File: config.mk
export PLATFORM = sky130hd
export DESIGN_NAME = bp_update_queue
export DESIGN_NICKNAME = d
export VERILOG_FILES = /design/src/rtl/bp_update_queue.sv
export SDC_FILE = /design/constraint.sdc
export NUM_CORES = 1
export LEC_CHECK = 0
export BUFFER_PORTS_ARGS = -buffer_cell sky130_fd_sc_hd__clkbuf_2
export CORE_AREA = 2 2 109 111
export DETAILED_ROUTE_END_ITERATION = 8
export DIE_AREA = 0 0 111 113
export GPL_TIMING_DRIVEN = 1
export MAX_ROUTING_LAYER = met4
export PLACE_DENSITY = 0.46
export SLEW_MARGIN = 20
export SYNTH_ARGS = -nofsm -noshare
export SYNTH_HDL_FRONTEND = slang
export SYNTH_SLANG_ARGS = --single-unit
File: constraint.sdc
create_clock -name clk -period 5.17 [get_ports clk]
set_input_delay 1.034 -clock clk [delete_from_list [all_inputs] [get_ports clk]]
set_output_delay 1.034 -clock clk [all_outputs]
set_load 0.02 [all_outputs]
File: src/rtl/bp_update_queue.sv
// Retire-side branch update queue: captures PHT index/counter snapshots in fetch order,
// emits the saturated counter on resolve, flushes on mispredict. Option: BP_UPDATE_BYPASS_EN.
module bp_update_queue #(
  parameter int DEPTH   = 4,
  parameter int INDEX_W = 10
) (
  input  logic                     clk,
  input  logic                     rst,
  input  logic                     push,
  input  logic [INDEX_W-1:0]       push_index,
  input  logic [1:0]               push_counter,
  input  logic                     resolve,
  input  logic                     resolve_taken,
  output logic                     full,
  output logic                     empty,
  output logic [$clog2(DEPTH):0]   count,
  output logic                     update,
  output logic [INDEX_W-1:0]       updated_index,
  output logic [1:0]               updated_counter,
  output logic                     mispredict
);
  localparam int PW = $clog2(DEPTH);
  localparam int CW = PW + 1;

  typedef struct packed {
    logic [INDEX_W-1:0] index;
    logic [1:0]         ctr;
  } entry_t;

  entry_t          mem [DEPTH];
  logic [PW-1:0]   head, tail, head_n, tail_n;
  logic [CW-1:0]   count_n;
  entry_t          head_e;
  logic            pop, mis_n, push_ok;
  logic [1:0]      base, sat;

`ifdef BP_UPDATE_BYPASS_EN
  // Last issued write lives in the output registers; only validity needs its own flag.
  logic byp_v;
`endif

  always_comb begin
    head_e  = mem[head];
    pop     = resolve && !empty;
    mis_n   = pop && (head_e.ctr[1] != resolve_taken);
    // A same-edge pop frees a slot, so a full queue still accepts a correct-path push.
    push_ok = push && !mis_n && (!full || pop);
`ifdef BP_UPDATE_BYPASS_EN
    base = (byp_v && updated_index == head_e.index) ? updated_counter : head_e.ctr;
`else
    base = head_e.ctr;
`endif
    if (resolve_taken) sat = (base == 2'b11) ? 2'b11 : base + 2'd1;
    else               sat = (base == 2'b00) ? 2'b00 : base - 2'd1;
    head_n  = head + PW'(pop);
    tail_n  = mis_n ? head + PW'(1) : tail + PW'(push_ok);
    count_n = mis_n ? '0 : count + CW'(push_ok) - CW'(pop);
  end

  always_ff @(posedge clk) begin
    if (push_ok) mem[tail] <= '{index: push_index, ctr: push_counter};
  end

  always_ff @(posedge clk) begin
    if (rst) begin
      head            <= '0;
      tail            <= '0;
      count           <= '0;
      empty           <= 1'b1;
      full            <= 1'b0;
      update          <= 1'b0;
      mispredict      <= 1'b0;
      updated_index   <= '0;
      updated_counter <= 2'b01;
`ifdef BP_UPDATE_BYPASS_EN
      byp_v           <= 1'b0;
`endif
    end else begin
      head       <= head_n;
      tail       <= tail_n;
      count      <= count_n;
      empty      <= (count_n == '0);
      full       <= (count_n == CW'(DEPTH));
      update     <= pop;
      mispredict <= mis_n;
      if (pop) begin
        updated_index   <= head_e.index;
        updated_counter <= sat;
      end
`ifdef BP_UPDATE_BYPASS_EN
      if (pop) byp_v <= 1'b1;
`endif
    end
  end
endmodule

==> key figures, run 1 <==
Clock tree
  – CTS Buf Count: 9
  – Worst-case clock buffer depth: 2
  – Clock root buffer: sky130_fd_sc_hd__clkbuf_16
  – Number of instances resized during post-cts repair: 0
  – CTS clk-pin slew, worst paths: approximately 0.06 ns
  – Clock Sink Count: between 70 and 80
  – Clock latency of the later-clocked register in the worst-skew pair: 0.33 ns
  – CTS H-Tree Depth: 3
  – CTS tree: done
  – Count of buffers added by post-CTS timing repair for setup: 0
  – Number of buffers inserted for hold repair after clock tree synthesis: 0

Place
  – Placement Cell Area: 3124 sq um
  – Placed Cells: about 350
  – Half-perimeter wire length after detailed placement: about 3.7 mm
  – Gpl congestion: 0.6845
  – Port Buf Inserts: 35

Synth
  – Post-synth top flop: sky130_fd_sc_hd__edfxtp_1
  – Arithmetic-cell share of the synthesized area counting full adders, half adders and majority gates: 2.517%
  – Number of cells produced by synthesis: between 150 and 200
  – Yosys Warn Count: 0
  – Mux contribution to synthesized area: 11.01%
  – Synthesized area: between 2000 and 3000 sq um
  – Post-synthesis register bit count: 71
  – Basic-gate share of the synthesized area counting and, or, nand and nor cells: 8.180%
  – Avg Inst Size Synth: 15.64 sq um
  – Number of enable flip-flop cells after synthesis: 48
  – Largest family of logic cells by synthesized area: multiplexers
  – Synthesized net count: 200
  – Share of the yosys chip area belonging to registers: between 60 and 70%
  – Synth async-reset ratio: 0%
  – Count of cell types in the netlist: 39
  – Area share of xor/xnor cells in the synthesized design: 2.157%
  – Fraction of the mapped netlist area in compound gates: 5.438%

Timing
  – Setup tns final: 0 ns
  – Total of endpoints with negative setup slack in the final report: 0
  – Count of pins over their slew limit: 0
  – Worst setup skew after layout: 0.004651 ns
  – Part of the cycle the worst path needs: 62.46%
  – Number of hold violations in the final report: 0
  – Min cycle time layout: 3.229 ns
  – Worst slew margin relative to its limit: 54.39%
  – Highest clock rate: 309.7 MHz
  – RSZ-0062 raised after global routing: no
  – Worst-margin pin slew: 0.6842 ns

Floorplan
  – Die boundary height: 113 um
  – Area of the placeable core: 11,270 sq um
  – Die footprint: approximately 13,000 sq um
  – Number of top-level design ports: 36
  – Die X: 111 um
  – Initial core utilization: 24.70%
  – Row cnt: 39

Power
  – Fraction of power spent switching nets: between 20 and 30%
  – Power density normalized to cell area: ~560 nW/um^2
  – Combinational fraction of design power: 25.2%
  – Flop pwr share: between 40% and 50%
  – Switching power total: 558.8 uW
  – Total chip power: between 1500 and 2000 uW
  – VDD IR-drop max: 0.0002937 V
  – Share of power burned in the clock network: around a third
  – Leakage power: about 0.0012 uW
  – Internal cell power: 1360 uW

Global route
  – Initial antenna violation count: 0
  – Number of global-route vias before repair: between 1,500 and 2,000
  – Wire length of the first global-routing pass: roughly 8.9 mm
  – Global-route usage over all layers: under 10%
  – Overall overflow remaining after global route: 0
  – Largest net degree at the start of global routing: 21

Worst setup path
  – Worst Path Required: ~5.4 ns
  – Startpoint class of the critical path: input pin
  – Number of buffers and inverters on the critical path: 5
  – Cell count of the worst reg-to-reg path: 13
  – Critical path, cell by cell: clkbuf_2 > nand2b_1 > clkinv_1 > buf_4 > ha_1 > inv_1 > ha_1 > inv_1 > fa_1 > xor2_1 > xnor2_1 > and4bb_1
  – Maximum fanout count along the critical path: 19
  – R2r setup slk: 2.11 ns
  – Master of the slowest instance on the critical path: sky130_fd_sc_hd__nand2b_1
  – Critical path depth in cells: 12
  – Kind of end point of the critical path: register
  – Crit path largest cell delay: between 0.3 and 0.4 ns
  – Type of the worst setup path: input pin to register
  – Family with the most delay on the worst path: adder cells
  – Critical path arrival: 3.45 ns

Worst hold path
  – Hold Crit Depth: 2
  – Class of the tightest hold or removal check: register to register

Finish
  – # diodes: 0
  – Final #Nets: 241
  – Storage element area: 1902 sq um
  – Syn-to-layout area delta: 23.46%
  – Fillcell total: 1,126
  – Combined area of the multi-input logic cells: between 800 and 900 sq um
  – Fraction of final layout cells with drive strength greater than 1: 30.49%
  – Final std cells w/o fill: 366
  – Most common cell after layout, fill and taps aside: sky130_fd_sc_hd__edfxtp_1
  – Finished layout cell area: 3437 sq um
  – Commonest cells after routing, fill and taps aside: sky130_fd_sc_hd__edfxtp_1 (48), sky130_fd_sc_hd__clkbuf_2 (35), sky130_fd_sc_hd__nand2_1 (25), sky130_fd_sc_hd__dfxtp_1 (23), sky130_fd_sc_hd__a21oi_1 (13)
  – Share of the core filled with cells in the final layout: a little under a third

Detailed routing
  – Drt pass-1 iters: 4
  – Average wire length per cell after detail routing: approximately 15 um
  – Drt initial violations: 86
  – Via count of the routed design: 1,552
  – Vias/cell: about 4.2
  – Wire length after detailed routing: roughly 5.5 mm
  – Antenna-violating nets left: 0
  – Residual DRC count: 0

Flow run
  – Max_cap viols: 0

Status
  – Run status: finished clean
-- per-layer routing --
| metal | vias to the layer above | track usage [%] | share of wire, % |
|---|---|---|---|
| met1 | 758 | 12.91 | 51 |
| li1 | 746 | - | - |
| met5 | - | - | 0 |
| met3 | 9 | 4.178 | 4.9 |
| met2 | 39 | 13.46 | 42 |
| met4 | 0 | 4.000 | 1.7 |
-- final cells by class --
| class | instances | share of cell area (%) |
|---|---|---|
| well taps | 143 | 5.206 |
| clock buffers | 10 | 6.662 |
| multi-input cells | 92 | 23.73 |
| repair buffers | 39 | 5.970 |
| flip-flops and latches | 71 | 55.33 |
| clock inverters | 5 | 2.439 |
| inverters | 6 | 0.6553 |
-- synth_stat cells (2+ instances only) --
cell	n	area, sq um
sky130_fd_sc_hd__inv_1	5	18.77
sky130_fd_sc_hd__buf_1	3	11.26
sky130_fd_sc_hd__a21oi_1	13	65.06
sky130_fd_sc_hd__nand2_1	25	93.84
sky130_fd_sc_hd__edfxtp_1	48	1441
sky130_fd_sc_hd__dfxtp_1	23	460.4
sky130_fd_sc_hd__nand3b_1	2	15.01
sky130_fd_sc_hd__nor2_1	5	18.77
sky130_fd_sc_hd__nor3_1	2	10.01
sky130_fd_sc_hd__and2_1	2	12.51
sky130_fd_sc_hd__xor2_1	2	17.52
sky130_fd_sc_hd__xnor2_1	3	26.28
sky130_fd_sc_hd__a32oi_1	2	17.52
sky130_fd_sc_hd__and3b_1	2	17.52
sky130_fd_sc_hd__mux4_2	8	180.2
sky130_fd_sc_hd__clkbuf_1	3	11.26
sky130_fd_sc_hd__ha_1	4	50.05
sky130_fd_sc_hd__mux4_1	4	105.1
sky130_fd_sc_hd__buf_2	2	10.01
-- worst min-delay path: cells and delay by family, from the launching register on --
family / cells / cell delay, ns
compound gates: 1 / 0.05
flops: 1 / 0.31
simple gates: 1 / 0.05
-- worst paths after layout --
check	startpoint	endpoint
min	updated_index[2]$_SDFFE_PP0P_	updated_index[2]$_SDFFE_PP0P_
min reg2reg	updated_index[2]$_SDFFE_PP0P_	updated_index[2]$_SDFFE_PP0P_
max reg2reg	head[1]$_SDFF_PP0_	full$_SDFF_PP0_
max	resolve	full$_SDFF_PP0_
-- flip-flops by register name (all words and copies together) (netlist names) --
register	cells
count	3
updated_counter	2
head	2
tail	2
mispredict	1
empty	1
full	1
update	1
updated_index	10
mem	48
-- through the flow --
stage / hold WS, ns / setup slack (ns)
2_1_floorplan: 0.5345 / 1.956
3_3_place_gp: 0.4456 / 1.676
3_5_place_dp: 0.4518 / 1.603
4_1_cts: 0.4616 / 1.937
5_1_grt: 0.4725 / 1.798
6_report: 0.4574 / 1.941
-- power groups by stage --
stage	clock network [uW]	registers (uW)	logic, uW
2_1_floorplan	0	832	308
3_3_place_gp	0	798	492
3_5_place_dp	0	800	495
4_1_cts	659	789	498
5_1_grt	685	803	538
6_report	648	787	484
-- cells by family (layout without fill, tap and decap cells) --
| family | after synthesis | in the layout |
|---|---|---|
| compound gates | 22 | 22 |
| xor+xnor | 6 | 6 |
| fa+ha+maj | 5 | 5 |
| buf+inv | 15 | 60 |
| flops | 71 | 71 |
| mux | 14 | 14 |
| simple gates | 45 | 45 |
Power figures use the tool's default switching activity.
==> run 2: changes to the inputs <==
--- a/config.mk
+++ b/config.mk
@@ -11,7 +11,7 @@
 export DIE_AREA = 0 0 111 113
 export GPL_TIMING_DRIVEN = 1
 export MAX_ROUTING_LAYER = met4
-export PLACE_DENSITY = 0.46
+export PLACE_DENSITY = 0.48
 export SLEW_MARGIN = 20
 export SYNTH_ARGS = -nofsm -noshare
 export SYNTH_HDL_FRONTEND = slang
==> constraint.sdc (replaced) <==
create_clock -name clk -period 2.8 [get_ports clk]
set_input_delay 0.56 -clock clk [delete_from_list [all_inputs] [get_ports clk]]
set_output_delay 0.56 -clock clk [all_outputs]
set_load 0.02 [all_outputs]
==> key figures, run 2 (same netlist as run 1, synthesis figures left out) <==
Status
  – Run status: complete, but fails checks (was finished clean)
  – Failing checks: negative setup slack

Timing
  – Worst slew margin relative to its limit: 61.18% (was 54.39%)
  – RSZ-0062 raised after global routing: yes (was no)
  – Number of hold violations in the final report: 0 (unchanged)
  – Worst path setup slack after routing: -0.01203 ns (was 1.941 ns)
  – Total of endpoints with negative setup slack in the final report: 2 (was 0)
  – Worst-margin pin slew: 0.5810 ns (was 0.6842 ns)
  – Highest clock rate: 355.6 MHz
  – Part of the cycle the worst path needs: 100.4%
  – Count of pins over their slew limit: 0 (unchanged)
  – Min cycle time layout: 2.812 ns
  – Worst setup skew after layout: 0.004340 ns (was 0.004651 ns)

Power
  – Flop pwr share: 39.6% (was 41.0%)
  – Combinational fraction of design power: 27.4% (was 25.2%)
  – Share of power burned in the clock network: 33.0% (was 33.8%)
  – Fraction of power spent switching nets: 28.34% (was 29.12%)
  – Switching power total: 1041 uW (was 558.8 uW)
  – Total chip power: 3672 uW (was 1919 uW)
  – VDD IR-drop max: 0.0003492 V (was 0.0002937 V)
  – Leakage power: 0.001315 uW (was 0.001239 uW)
  – Internal cell power: 2631 uW (was 1360 uW)
  – Power density normalized to cell area: 1031 nW/um^2 (was 558.2 nW/um^2)

Worst hold path
  – Hold-critical path endpoint: mem[2][1]$_DFFE_PP_ (was updated_index[2]$_SDFFE_PP0P_)
  – Launch instance of the worst min-delay path: push_counter[1] (was updated_index[2]$_SDFFE_PP0P_)
  – Hold Crit Depth: 1 (was 2)
  – Class of the tightest hold or removal check: input pin to register (was register to register)

Place
  – Port Buf Inserts: 35 (unchanged)
  – Half-perimeter wire length after detailed placement: 3.706 mm (was 3.663 mm)
  – Placement Cell Area: 3199 sq um (was 3124 sq um)
  – Gpl congestion: 0.6771 (was 0.6845)

Clock tree
  – Clock Sink Count: 71 (unchanged)
  – CTS Buf Count: 9 (unchanged)
  – Number of buffers inserted for hold repair after clock tree synthesis: 0 (unchanged)
  – Clock root buffer: sky130_fd_sc_hd__clkbuf_16 (unchanged)
  – CTS H-Tree Depth: 3 (unchanged)
  – CTS clk-pin slew, worst paths: 0.05 ns (was 0.06 ns)
  – Worst-case clock buffer depth: 2 (unchanged)
  – CTS tree: done (unchanged)
  – Clock latency of the later-clocked register in the worst-skew pair: 0.32 ns (was 0.33 ns)

Finish
  – Commonest cells after routing, fill and taps aside: sky130_fd_sc_hd__edfxtp_1 (48), sky130_fd_sc_hd__clkbuf_2 (35), sky130_fd_sc_hd__nand2_1 (25), sky130_fd_sc_hd__dfxtp_1 (22), sky130_fd_sc_hd__buf_4 (16) (was sky130_fd_sc_hd__edfxtp_1 (48), sky130_fd_sc_hd__clkbuf_2 (35), sky130_fd_sc_hd__nand2_1 (25), sky130_fd_sc_hd__dfxtp_1 (23), sky130_fd_sc_hd__a21oi_1 (13))
  – Fillcell total: 1,118 (was 1,126)
  – Most common cell after layout, fill and taps aside: sky130_fd_sc_hd__edfxtp_1 (unchanged)
  – Fraction of final layout cells with drive strength greater than 1: 36.44% (was 30.49%)
  – Finished layout cell area: 3562 sq um (was 3437 sq um)
  – Final #Nets: 253 (was 241)
  – Largest reg by FF count: mem (unchanged)
  – Syn-to-layout area delta: 27.96% (was 23.46%)
  – Largest registers: mem (48), updated_index (10), count (3) (unchanged)
  – Number of flip-flops under the largest register name: 48 (unchanged)
  – Share of the core filled with cells in the final layout: 31.60% (was 30.49%)
  – # diodes: 0 (unchanged)

Worst setup path
  – Cell count of the worst reg-to-reg path: 12 (was 13)
  – Master of the slowest instance on the critical path: sky130_fd_sc_hd__mux4_2 (was sky130_fd_sc_hd__nand2b_1)
  – Maximum fanout count along the critical path: 3 (was 19)
  – Kind of end point of the critical path: register (unchanged)
  – Most prevalent standard cell on the critical path: sky130_fd_sc_hd__inv_1
  – Critical path arrival: 3.03 ns (was 3.45 ns)
  – Type of the worst setup path: register to register (was input pin to register)
  – Family with the most delay on the worst path: adder cells (unchanged)
  – Crit path largest cell delay: 0.53 ns (was 0.39 ns)
  – Critical path, cell by cell: mux4_2 > xor2_4 > o21ai_4 > inv_1 > ha_1 > inv_1 > ha_2 > inv_2 > fa_2 > xor2_1 > xnor2_1 > and4bb_1 (was clkbuf_2 > nand2b_1 > clkinv_1 > buf_4 > ha_1 > inv_1 > ha_1 > inv_1 > fa_1 > xor2_1 > xnor2_1 > and4bb_1)
  – Startpoint class of the critical path: register (was input pin)
  – R2r setup slk: -0.01 ns (was 2.11 ns)
  – Worst Path Required: 3.01 ns (was 5.39 ns)
  – Terminus of the critical flop-to-flop path: full$_SDFF_PP0_ (unchanged)
  – RR Startpoint: mem[0][1]$_DFFE_PP_ (was head[1]$_SDFF_PP0_)
  – Number of buffers and inverters on the critical path: 3 (was 5)

Global route
  – Wire length of the first global-routing pass: 9.004 mm (was 8.894 mm)
  – Number of global-route vias before repair: 1,674 (was 1,566)
  – Initial antenna violation count: 0 (unchanged)
  – Overall overflow remaining after global route: 0 (unchanged)
  – Global-route usage over all layers: 9.823% (was 9.865%)
  – Largest net degree at the start of global routing: 21 (unchanged)

Detailed routing
  – Drt initial violations: 46 (was 86)
  – Average wire length per cell after detail routing: 14.22 um (was 14.93 um)
  – Wire length after detailed routing: 5.389 mm (was 5.463 mm)
  – Drt pass-1 iters: 4 (unchanged)
  – Antenna-violating nets left: 0 (unchanged)
  – Vias/cell: 4.156 (was 4.240)
  – Via count of the routed design: 1,575 (was 1,552)
  – Residual DRC count: 0 (unchanged)

Flow run
  – Max_cap viols: 0 (unchanged)

Floorplan
  – Number of top-level design ports: 36 (unchanged)
  – Die X: 111 um (unchanged)
  – Row cnt: 39 (unchanged)
  – Initial core utilization: 24.70% (unchanged)
  – Die footprint: 12,540 sq um (unchanged)
  – Area of the placeable core: 11,270 sq um (unchanged)
  – Die boundary height: 113 um (unchanged)
## run 2: worst max path at each step
stage,depth (start not counted),startpoint,slack (ns),endpoint
2_1_floorplan,13,head[0]$_SDFF_PP0_,-0.09,full$_SDFF_PP0_
5_1_grt,13,mem[1][1]$_DFFE_PP_,-0.16,count[2]$_SDFF_PP0_
3_5_place_dp,12,mem[2][1]$_DFFE_PP_,-0.04,full$_SDFF_PP0_
3_3_place_gp,12,mem[2][1]$_DFFE_PP_,0.02,full$_SDFF_PP0_
4_1_cts,12,mem[3][1]$_DFFE_PP_,-0.01,full$_SDFF_PP0_
6_report,12,mem[0][1]$_DFFE_PP_,-0.01,full$_SDFF_PP0_
## run 2: metrics by stage
| step | hold slack, ns | setup TNS, ns | setup slack, ns | instances |
|---|---|---|---|---|
| final | 0.4507 | -0.02372 | -0.01203 | 379 |
| after global routing | 0.4522 | -0.3791 | -0.1589 | 379 |
| after CTS | 0.4363 | -0.01021 | -0.01021 | 377 |
| after detailed placement | 0.4487 | -0.03606 | -0.03606 | 359 |
| after global placement | 0.4435 | 0 | 0.02362 | 359 |
| after floorplan | 0.5345 | -0.09388 | -0.09388 | 178 |
## run 2: timing repair
| item | in CTS | in global routing |
|---|---|---|
| gates resized for setup | 0 | 3 |
| endpoints found under the setup margin | 1 | 3 |
| pin swaps | 1 | 0 |
| buffers inserted | 2 | 2 |
## run 2: final cells by class
cell class	instances	area, sq um	area share, %
sequential	71	1903	53.42
timing repair buffer	51	295.3	8.289
inverter	6	22.52	0.6322
clock inverter	5	82.58	2.318
tap	143	178.9	5.023
clock buffer	11	242.7	6.814
multi-input combinational	92	837.1	23.50
## run 2: routing by layer
layer  part of all wire [%]  GRT usage [%]  up-vias
met5                      0              -        -
met1                     47          12.31      754
met2                     45          14.40       39
met3                    6.5          3.749        8
li1                       -              -      774
met4                    1.6          3.917        0
## run 2: power groups by stage
stage	registers, uW	clock network (uW)	logic (uW)
2_1_floorplan	1540	0	580
6_report	1450	1210	1000
4_1_cts	1460	1250	1000
3_3_place_gp	1470	0	954
3_5_place_dp	1480	0	965
5_1_grt	1480	1300	1120
## run 2: worst register-to-register path, delay by kind of cell, from the launching register on
kind | cells | cell delay [ns]
fa+ha+maj | 3 | 0.74
xor+xnor | 3 | 0.57
compound gates | 1 | 0.12
simple gates | 1 | 0.21
flops | 1 | 0.39
mux | 1 | 0.54
buf+inv | 3 | 0.15
